### config.mk
export PLATFORM = sky130hd
export DESIGN_NAME = cube_frame_tx
export DESIGN_NICKNAME = d
export VERILOG_FILES = /design/src/rtl/cube0414_pkg.sv /design/src/rtl/cube_frame_tx.sv
export SDC_FILE = /design/constraint.sdc
export NUM_CORES = 1
export LEC_CHECK = 0
export CORE_MARGIN = 3
export CORE_UTILIZATION = 51
export CTS_CLUSTER_DIAMETER = 50
export DETAILED_ROUTE_END_ITERATION = 8
export GPL_TIMING_DRIVEN = 0
export PLACE_DENSITY = 0.83
export SLEW_MARGIN = 20
export SYNTH_ARGS = -nofsm -noshare
export SYNTH_HDL_FRONTEND = slang
export SYNTH_SLANG_ARGS = --single-unit
### constraint.sdc
create_clock -name clk_in -period 2.51 [get_ports clk_in]
set_input_delay 0.502 -clock clk_in [delete_from_list [all_inputs] [get_ports clk_in]]
set_output_delay 0.502 -clock clk_in [all_outputs]
set_load 0.02 [all_outputs]
### src/rtl/cube0414_pkg.sv
// Shared constants and encodings for the CUBE0414 host-side byte protocol.
package cube0414_pkg;

    localparam logic [7:0] CMD_ADDR_WR = 8'hcc;
    localparam logic [7:0] CMD_DATA_WR = 8'hda;

    localparam int LAYERS      = 8;
    localparam int PIXELS      = 64;
    localparam int COLORS      = 3;
    localparam int FRAME_BYTES = LAYERS * PIXELS * COLORS;
    localparam int IDX_W       = 11;

    typedef enum logic [2:0] {
        ST_IDLE  = 3'd0,
        ST_CMD   = 3'd1,
        ST_FETCH = 3'd2,
        ST_DATA  = 3'd3,
        ST_DONE  = 3'd4
    } state_t;

    typedef enum logic {
        MODE_FRAME = 1'b0,
        MODE_ADDR  = 1'b1
    } mode_t;

    function automatic logic [IDX_W-1:0] last_index(input mode_t m);
        return (m == MODE_ADDR) ? IDX_W'(PIXELS - 1) : IDX_W'(FRAME_BYTES - 1);
    endfunction

endpackage

### src/rtl/cube_frame_tx.sv
// CUBE0414 transmitter: command byte, then address table or full frame read from
// a source RAM, streamed to an SPI master over a valid/ready byte handshake.
//
// state    | meaning
// ---------+------------------------------------------------------------
// ST_IDLE  | waiting for a start pulse
// ST_CMD   | command byte (dc=0) offered until accepted
// ST_FETCH | rd_addr_out presented; source byte captured at end of cycle
// ST_DATA  | data byte (dc=1) offered until accepted
// ST_DONE  | done_out pulse, busy_out drops on exit
module cube_frame_tx
    import cube0414_pkg::*;
(
    input  logic             clk_in,
    input  logic             rst_in,
    input  logic             start_addr_in,
    input  logic             start_frame_in,
    output logic             rd_sel_out,
    output logic [IDX_W-1:0] rd_addr_out,
    input  logic [7:0]       rd_data_in,
    output logic             byte_valid_out,
    input  logic             byte_ready_in,
    output logic [7:0]       byte_data_out,
    output logic             dc_out,
    output logic             busy_out,
    output logic             done_out
);

    state_t           r_state;
    mode_t            r_mode;
    logic [IDX_W-1:0] r_idx;
    logic             r_rd_sel;
    logic             r_valid;
    logic [7:0]       r_data;
    logic             r_dc;
    logic             r_busy;
    logic             r_done;

    logic [IDX_W-1:0] w_last;
    logic [IDX_W-1:0] w_idx_next;

    assign w_last     = last_index(r_mode);
    assign w_idx_next = r_idx + IDX_W'(1);

    always_ff @(posedge clk_in or posedge rst_in) begin
        if (rst_in) begin
            r_state  <= ST_IDLE;
            r_mode   <= MODE_FRAME;
            r_idx    <= '0;
            r_rd_sel <= 1'b0;
            r_valid  <= 1'b0;
            r_data   <= '0;
            r_dc     <= 1'b0;
            r_busy   <= 1'b0;
            r_done   <= 1'b0;
        end else begin
            r_done <= 1'b0;
            case (r_state)
                ST_IDLE: begin
                    // Address start takes priority when both arrive together.
                    if (start_addr_in || start_frame_in) begin
                        r_mode   <= start_addr_in ? MODE_ADDR : MODE_FRAME;
                        r_rd_sel <= start_addr_in;
                        r_data   <= start_addr_in ? CMD_ADDR_WR : CMD_DATA_WR;
                        r_dc     <= 1'b0;
                        r_valid  <= 1'b1;
                        r_busy   <= 1'b1;
                        r_state  <= ST_CMD;
                    end
                end
                ST_CMD: begin
                    if (byte_ready_in) begin
                        r_valid <= 1'b0;
                        r_idx   <= '0;
                        r_state <= ST_FETCH;
                    end
                end
                ST_FETCH: begin
                    r_data  <= rd_data_in;
                    r_dc    <= 1'b1;
                    r_valid <= 1'b1;
                    r_state <= ST_DATA;
                end
                ST_DATA: begin
                    if (byte_ready_in) begin
                        r_valid <= 1'b0;
                        if (r_idx == w_last) begin
                            r_done  <= 1'b1;
                            r_state <= ST_DONE;
                        end else begin
                            r_idx   <= w_idx_next;
                            r_state <= ST_FETCH;
                        end
                    end
                end
                ST_DONE: begin
                    r_busy  <= 1'b0;
                    r_state <= ST_IDLE;
                end
                default: r_state <= ST_IDLE;
            endcase
        end
    end

    assign rd_sel_out     = r_rd_sel;
    assign rd_addr_out    = r_idx;
    assign byte_valid_out = r_valid;
    assign byte_data_out  = r_data;
    assign dc_out         = r_dc;
    assign busy_out       = r_busy;
    assign done_out       = r_done;

endmodule

## Word-level counts from Yosys, hierarchy flattened

Cells that the tools add are included.

| storage, ports and cells | value |
|---|---|
| input bits | 13 |
| word-level logic and storage cells | 56 |
| output and inout port bits | 24 |
| bits in registers | 28 |

| operators by class | value |
|---|---|
| eq/ne operators | 10 |
| add/sub/neg operators | 1 |
| reduce and logical (&&, ||, !) cells | 13 |
| muxes and demuxes | 23 |

Operator list:

| kind | count |
|---|---|
| 2-to-1 mux 11 bit | 4 |
| one-hot mux 11 bit (2 select lines) | 1 |
| one-hot mux 8 bit (2 select lines) | 1 |
| 2-to-1 mux 3 bit | 4 |
| one-hot mux 3 bit (4 select lines) | 1 |
| adder 11 x 1 -> 11 bit (second input constant) | 1 |
| == test 11 bit | 1 |
| 2-to-1 mux 8 bit | 1 |
| != test 2 bit (second input constant) | 4 |
| 2-to-1 mux 1 bit | 7 |
| == test 3 x 2 -> 1 bit (second input constant) | 2 |
| AND reduction 2 bit | 3 |
| AND reduction 3 bit | 2 |
| nonzero test 2 bit | 3 |
| 2-to-1 mux 5 bit | 1 |
| one-hot mux 1 bit (2 select lines) | 2 |
| AND reduction 4 bit | 1 |
| == test 3 x 1 -> 1 bit (second input constant) | 1 |
| == test 3 bit (second input constant) | 1 |
| logical NOT 3 bit | 1 |
| one-hot mux 1 bit (3 select lines) | 1 |
| nonzero test 3 bit | 1 |
| != test 2 x 1 -> 1 bit (second input constant) | 1 |
| OR reduction 2 bit | 1 |
| logical OR 1 bit | 1 |

## Depth between registers and ports, before layout

Gate-level depths: netlist of run 1.

| logic depth | value |
|---|---|
| word-level depth | 5 |
| mapped depth | 6 |
| mapped depth without buffers | 5 |

## Worst setup path after synthesis of run 1

No wires, ideal clock.

| timing path | value |
|---|---|
| kind | reg2reg |
| from | register r_idx[6] (netlist: rd_addr_out[6]) |
| to | register r_idx[0] (netlist: rd_addr_out[0]) |
| arrival | 1.607 ns |
| stages on the path, launching flop included | 5 |
| path slack | 0.776 ns |
| setup time | 0.128 ns |
| buffers on the path | 0 |
| cell sequence | dfrtp_1 or4b_1 o22ai_2 a21oi_2 mux2_1 |

| on the way | value |
|---|---|
| cells in the longest elaborated chain, start to end | 3 |

Ends and longest elaborated chain:

| item | RTL line | source |
|---|---|---|
| start, declared | cube_frame_tx.sv:31 | `logic [IDX_W-1:0] r_idx;` |
| start signal, assigned | cube_frame_tx.sv:91 | `r_idx <= w_idx_next;` |
| == test 11 bit | cube_frame_tx.sv:87 | `if (r_idx == w_last) begin` |
| != test 2 bit (no line) | -- |  |
| AND reduction 4 bit (no line) | -- |  |

No other way between the ends.
A chain may end at the register's enable or synchronous reset.

## Worst setup path after layout of run 1

| timing path | value |
|---|---|
| from | input port byte_ready_in |
| to | register r_idx[6] (netlist: rd_addr_out[6]) |

| on the way | value |
|---|---|
| cells in the longest elaborated chain, start to end | 2 |
| elaborated cells between the ends (all ways) | 3 |
| those cells by class | eq/ne: 2; reduce/logical: 1 |

Ends and longest elaborated chain:

| item | RTL line | source |
|---|---|---|
| start, declared | cube_frame_tx.sv:22 | `input logic byte_ready_in,` |
| != test 2 bit (no line) | -- |  |
| AND reduction 4 bit (no line) * | -- |  |

Mark *: on every way between the ends. The rest lies on a longest branch, timed or not.

==> results of run 1 <==
-- path summary, 6_finish.rpt --
path	startpoint	cells after the start	slack, ns	endpoint
worst max-delay path	byte_ready_in	7	0.54	rd_addr_out[6]
worst min-delay path	byte_data_out[3]	1	0.51	byte_data_out[3]
worst max register to register	rd_addr_out[6]	4	0.70	rd_addr_out[0]
worst min register to register	byte_data_out[3]	1	0.51	byte_data_out[3]
max in group asynchronous	rst_in	2	1.52	r_state[2]
min in group asynchronous	rst_in	2	0.55	byte_data_out[7]
-- report_power, final --
part           internal [mW]  leakage (nW)  switching [mW]
registers              0.504         0.323          0.0761
logic                  0.229         0.421           0.233
clock network         0.0624        0.0150           0.132
-- per-stage QoR --
step           instance area (µm²)  hold slack, ns  instances  total power [mW]
2_1_floorplan                 1420           0.555        144             0.835
3_3_place_gp                  1820           0.475        210              1.04
3_5_place_dp                  1820           0.482        210              1.05
4_1_cts                       1840           0.510        214              1.24
5_1_grt                       1840           0.544        214              1.31
6_report                      1840           0.506        214              1.24
-- layout by cell type, fill, tap and decap left out, drive strengths merged, types with 2 or more instances in the layout --
cell	Yosys	final
a211oi	2	2
a21oi	10	10
a32o	2	2
and3	4	4
buf	6	6
clkbuf	2	6
clkdlybuf4s50	0	36
dfrtp	27	27
inv	8	7
mux2	2	2
mux2i	6	6
nand2	15	15
nand2b	6	6
nand3	6	6
nand4	2	2
nor2	8	8
nor3	6	6
nor4	3	3
o21ai	4	4
o22a	3	3
o22ai	4	4
or2b	2	2
-- flip-flops by register name, summed over array words and instances (netlist names) --
register and cells:
rd_addr_out 11, byte_data_out 8, r_state 3, busy_out 1, byte_valid_out 1, dc_out 1
done_out 1, r_mode 1
-- cell usage after synthesis (all sizes together), types with 4 or more instances --
library cell,instances,share of area (%)
dfrtp,27,48
nand2,15,4.0
a21oi,10,4.1
inv,8,2.1
nor2,8,2.1
buf,6,3.4
mux2i,6,4.2
nand2b,6,2.6
nand3,6,2.1
nor3,6,2.1
and3,4,2.0
o21ai,4,1.4
o22ai,4,2.2
-- layout make-up --
class,instances,area [µm²],share of cell area (%)
tap,30,37.5,2.04
multi-input combinational,101,657,35.7
inverter,8,30.0,1.63
clock buffer,4,26.3,1.43
buffer,8,55.1,2.99
timing repair buffer,36,360,19.6
sequential,27,676,36.7
-- metal layers --
layer / global-route usage (%) / up-vias
met1: 28.5 / 586
met4: 7.77 / 0
met2: 32.0 / 50
met3: 3.29 / 5
li1: - / 606
met5: 0 / -
-- critical path: cells and delay by family --
family                 cells  cell delay, ns
buffers and inverters      3            0.87
multiplexers               1            0.17
AND/OR/NAND/NOR            3            0.67
-- cell families (layout without fill, tap and decap cells) --
logic type / Yosys count / count (layout) / synth area share [%]
adder cells (fa/ha/maj): 1 / 1 / 0.882
AO/OA/AOI/OAI: 33 / 33 / 17.2
buffers and inverters: 16 / 56 / 6.00
flip-flops: 27 / 27 / 47.7
multiplexers: 8 / 8 / 5.83
AND/OR/NAND/NOR: 59 / 59 / 22.4
==> summary by stage, run 1 <==
Setup path
The master of the slowest instance on the critical path is sky130_fd_sc_hd__clkdlybuf4s50_1. STA classifies the critical path startpoint as an input port. Of all nets on the critical path, the largest fanout is 10. The signal on the critical path passes through clkdlybuf4s50_1 > and3b_1 > clkbuf_1 > nand2_1 > buf_2 > or2b_2 > mux2i_1. The worst setup path is of the input port to flop kind. The arrival time of data at the critical path endpoint is 2.22 ns. STA classifies the critical path endpoint as a flop. The largest stage delay on the critical path is 0.46 ns. At the worst endpoint, the required time is 2.76 ns.

Drt
The detailed-route wire length is 3270 µm. The total length of routed met2 wires is 1580 µm. The post-detailed-route via-to-cell ratio is 5.83. For this run, design rule violations remaining after detail routing come to 0. Routed signal wires occupy layers up through met4.

For this run, the detailed router's first-pass iteration total came to 4. The violation count after the first detailed-route iteration is 91. Detailed routing placed a total of 208 µm of wire on met3. The post-detailed-route count of antenna-violating nets is 0.

The post-route met1 wirelength is 1450 µm. Dividing the detail-routed wire length by the instance count gives 15.3 µm. The total via count after detailed routing is 1247.

Placed design
OpenSTA, run right after detailed placement, puts the worst setup slack at 0.206 ns. The count of buffers added on input and output ports is 36. At the end of routability-driven placement, the weighted congestion stood at 0.812. After legalization and detailed placement, the total HPWL measured 2440 µm.

Clocking
The hold-fix buffer count after cts is 0. The buffer count from post-CTS setup fixing is 0. In this run the number of H-tree levels came out at 1. The clock net in this run drives a total of 27 sinks. The latest clock arrival within the worst-skew pair is 0.33 ns. After clock tree synthesis, the repair step resized 0 gates.

The longest clock path from root to sink contains 2 buffers. After clock tree synthesis, the clock-pin slew on the worst setup and hold paths is 0.15 ns. TritonCTS built the clock tree. In this run the clock root is driven by a sky130_fd_sc_hd__clkbuf_4. Counting the buffers created by CTS gives 3.

Synthesis
The share of synthesized area occupied by flip-flops and latches is 47.7%. In this run, distinct cell masters in the synthesized netlist total 43. The cell area that synthesis handed to floorplanning was 1420 µm².

The post-synth net total is 158. Yosys printed 0 warnings. The synthesized flop and latch total is 27. The gate count after technology mapping is 144.

After synthesis, the mean cell area works out to 9.84 µm². The share of synthesized registers carrying an async set or reset is 100%. The number of enable flip-flop cells after synthesis is 0.

The predominant post-synthesis flop cell is sky130_fd_sc_hd__dfrtp_1.

Timing
The worst pin sits at a relative slew slack of 36.6%. The post-route setup TNS is 0 ns. Setup repair after global routing left no endpoint under its margin. The number of max-slew violations in the final report is 0. The setup clock skew after layout is 0.00931 ns.

Setup slack closes at 0.543 ns. The final-report hold violation count is 0. The maximum clock frequency is 508 MHz.

The final critical path takes up 78.4% of the cycle. Setup violations remaining at the end of the flow were counted as 0. At the pin with the least slew margin, the transition time is 0.946 ns. The minimum period implied by the final worst setup slack is 1.97 ns.

Hold path
The worst hold path belongs to the class flop to flop.

Power
The leakage power summed over all cells is 0.759 nW. Power spread over the standard cell area amounts to 671 nW/µm². The worst-case IR drop observed on VDD is 0.529 mV.

Floorplan
The total I/O pin count is 37. The starting density of the core is 55.2%. The core footprint is 2570 µm². The die footprint is 3450 µm². The die is 58.7 µm wide. The row count is 18. The vertical die dimension is 58.7 µm.

Global routing
The first global-routing pass estimated 5440 µm of wire. The via count of the first global-routing pass is 1165. The total overflow left after global routing is 0.

The number of antenna violations at the first check in global routing was 0. Global routing used 20.5% of the available tracks across all layers. The largest net degree at the start of global routing is 28.

Run status
The run finished with clean final reports.

Layout
Measured on the finished design, the core utilization comes to 71.7%. The area growth from synthesis to layout is 29.9%. The antenna diode count is 0. The final layout contains 199 nets.

The number of fillers in the final layout is 203. Cells with a size suffix above 1 make up 10.3% of the layout.

Flow run
The max-cap check violation count is 0.
Note: power is estimated with default switching activity, not from simulation.
==> run 2, diff against run 1 <==
- CORE_UTILIZATION: 51 -> 48
- PLACE_DENSITY: 0.83 -> 0.79
- clock period: 2.51 -> 1.81 ns (I/O delays scaled with it)
==> run 2 against run 1 <==
  * Clock skew fell by 0.0079 ns
  * Utilization decreased by 3.5 points
  * Register-to-register slack worse by 0.63 ns
  * Non-clock buffer count is 2 higher
  * Cell count is 1.4% higher
  * Total power up 40%
  * Global-route usage decreased by 1.2 points
  * Via count rose by 3.4%
  * Sequential cell count did not move
==> summary by stage, run 2 (same netlist as run 1, synthesis figures left out) <==
Run status
The flow ran to the end, and the final reports show no timing, DRC or antenna violations.

Floorplan
From bottom edge to top edge, the die measures 60.3 µm. The core footprint is 2780 µm². The die footprint is 3640 µm². The starting density of the core is 51.0%. The total I/O pin count is 37. From left edge to right edge, the die measures 60.3 µm. The row count is 19.

Timing
The number of max-slew violations in the final report is 0. The final-report hold violation count came to 0. The worst max-slew margin expressed relative to the limit is 35.7%. The worst hold margin is 0.418 ns. The maximum clock frequency is 572 MHz. The final-report setup violation count is 0. The slew at the pin closest to its max-slew limit is 0.958 ns. The setup clock skew after layout is 0.00138 ns. The worst path in the final design needs a cycle of 1.75 ns, including I/O delays and setup. Setup slack on the critical path of the routed design comes to 0.0627 ns.

The post-route setup TNS is 0 ns. Dividing the final minimum period by the clock period gives 96.5%.

Drt
Once detail routing completed, the nets flagged for antenna violations numbered 0. The first detailed-routing pass took 4 iterations. In the routed design, unresolved DRC markers number 0. After detailed routing, the average wire length per cell comes to 15.1 µm. The detailed-route wire length is 3290 µm. After detailed routing, the number of vias per cell comes to 5.94. The violation count after the first detailed-route iteration is 46. Summing over every cut layer, the via total after detailed routing is 1289.

Placed design
The global placer's final weighted congestion is 0.878. The cell area reported after detailed placement is 1820 µm². The setup slack after placement is -0.302 ns. The HPWL after detailed placement is 2400 µm.

The total placed cells including tap cells is 211. The count of buffers from port buffering is 36.

Layout
The finished layout holds 217 standard cells, fillers aside. From synthesis to final layout, the design area changed by 33.8%. The register with the most flip-flops in the layout has 11 of them. The final layout net count is 201. The library cell used most frequently in the layout, excluding fill and tap cells, is sky130_fd_sc_hd__clkdlybuf4s50_1.

Cells fill 68.2% of the core in the end. Of the cells placed in the final design, the portion with a size suffix greater than 1 is 12.4%. In the layout the commonest cells are sky130_fd_sc_hd__clkdlybuf4s50_1 (31), sky130_fd_sc_hd__dfrtp_1 (26), sky130_fd_sc_hd__nand2_1 (15).

The final non-filler cell area is 1900 µm². The repair_antennas step left the layout with diodes totalling 0.

Global routing
Entering global routing, the biggest net connects 28 pins. The global-route wire length before repair is 5260 µm. Across every metal layer, demand over resource in global routing totals 19.2%. The via count of the first global-routing pass is 1145. The number of antenna violations at the first check in global routing came to 0. For this run the aggregate overflow at the end of global routing stands at 0.

Setup path
Walking the worst path, the cells encountered are clkdlybuf4s50_1. The critical path launch point type is a flop. The largest stage delay on the critical path is 0.63 ns. The startpoint-to-endpoint class of the critical path is flop to output port.

For this design, the slowest cell found on the critical path is sky130_fd_sc_hd__clkdlybuf4s50_1. Along the worst path, the maximum fanout reaches 4. The critical path capture point type is an output port.

Grouping stages by cell kind, the critical path spends the most delay in buffers and inverters. STA puts the critical path data required time at 1.45 ns. The count of buffering cells on the critical path with inverters included is 1.

The arrival time of data at the critical path endpoint is 1.39 ns.

Hold path
The worst min-delay path category is input port to asynchronous set/reset pin.

Power
The maximum VDD drop is 0.776 mV. The fraction of power consumed by the clock network is 15.2%. Dividing total power by cell area gives a power density of 910 nW/µm². After layout, the design draws a total of 1.73 mW. The sequential power share is 46.5%. The combinational share of power is 38.3%. In this run the power spent charging and discharging nets is 0.613 mW. The switching share of total power is 35.5%.

The internal portion of the total power is 1.11 mW. For this design the static power due to leakage is 0.816 nW.

Clocking
The clock edge transition at the registers on the reported setup and hold paths is 0.14 ns. Buffers inserted to repair hold after CTS numbered 0. The level count of the clock H-tree is 1. The total clock buffers created by CTS is 3. The clock tree from TritonCTS is done. CTS placed an instance of sky130_fd_sc_hd__clkbuf_4 at the clock tree root. The latest clock arrival within the worst-skew pair is 0.32 ns.

The number of sinks on the clock net is 27. Counting along the longest clock path gives a buffer depth of 2.

Flow run
Across the run, the number of max-cap violations was 0.
## run 2: cell type report
| class | instances | area, µm² |
|---|---|---|
| Clock buffer | 4 | 26.3 |
| Tap cell | 31 | 38.8 |
| Buffer | 8 | 57.6 |
| Timing Repair Buffer | 38 | 384 |
| Fill cell | 234 | 885 |
| Inverter | 8 | 30.0 |
| Multi-Input combinational cell | 101 | 683 |
| Sequential cell | 27 | 677 |
## run 2: worst paths after layout
| kind | from | endpoint | slack (ns) | cells past startpoint |
|---|---|---|---|---|
| worst max register to register | rd_addr_out[6] | rd_addr_out[0] | 0.07 | 4 |
| max in group asynchronous | rst_in | rd_addr_out[6] | 0.91 | 2 |
| worst min-delay path | rst_in | byte_data_out[1] | 0.42 | 2 |
| worst max-delay path | rd_addr_out[9] | rd_addr_out[9] | 0.06 | 1 |
| min in group clk_in | byte_data_out[7] | byte_data_out[7] | 0.51 | 1 |
| worst min register to register | byte_data_out[7] | byte_data_out[7] | 0.51 | 1 |
## run 2: repair_timing
item,in CTS,in global routing
resized for setup,1,10
pin swaps,0,1
gates cloned,0,0
buffers inserted,0,2
endpoints found under the setup margin,1,14
## run 2: power by group through the flow
stage                     Sequential [mW]  Combinational (mW)  Clock [mW]
after detailed placement            0.814               0.636           0
final                               0.802               0.661       0.262
after CTS                           0.802               0.632       0.265
after global placement              0.806               0.629           0
after global routing                0.821               0.716       0.293
after floorplan                     0.912               0.246           0
## run 2: metal layers
metal	GRT usage [%]	part of all wire [%]
met1	27.2	46
met3	1.91	3.8
met4	7.59	1.6
met5	0	0
met2	30.6	48
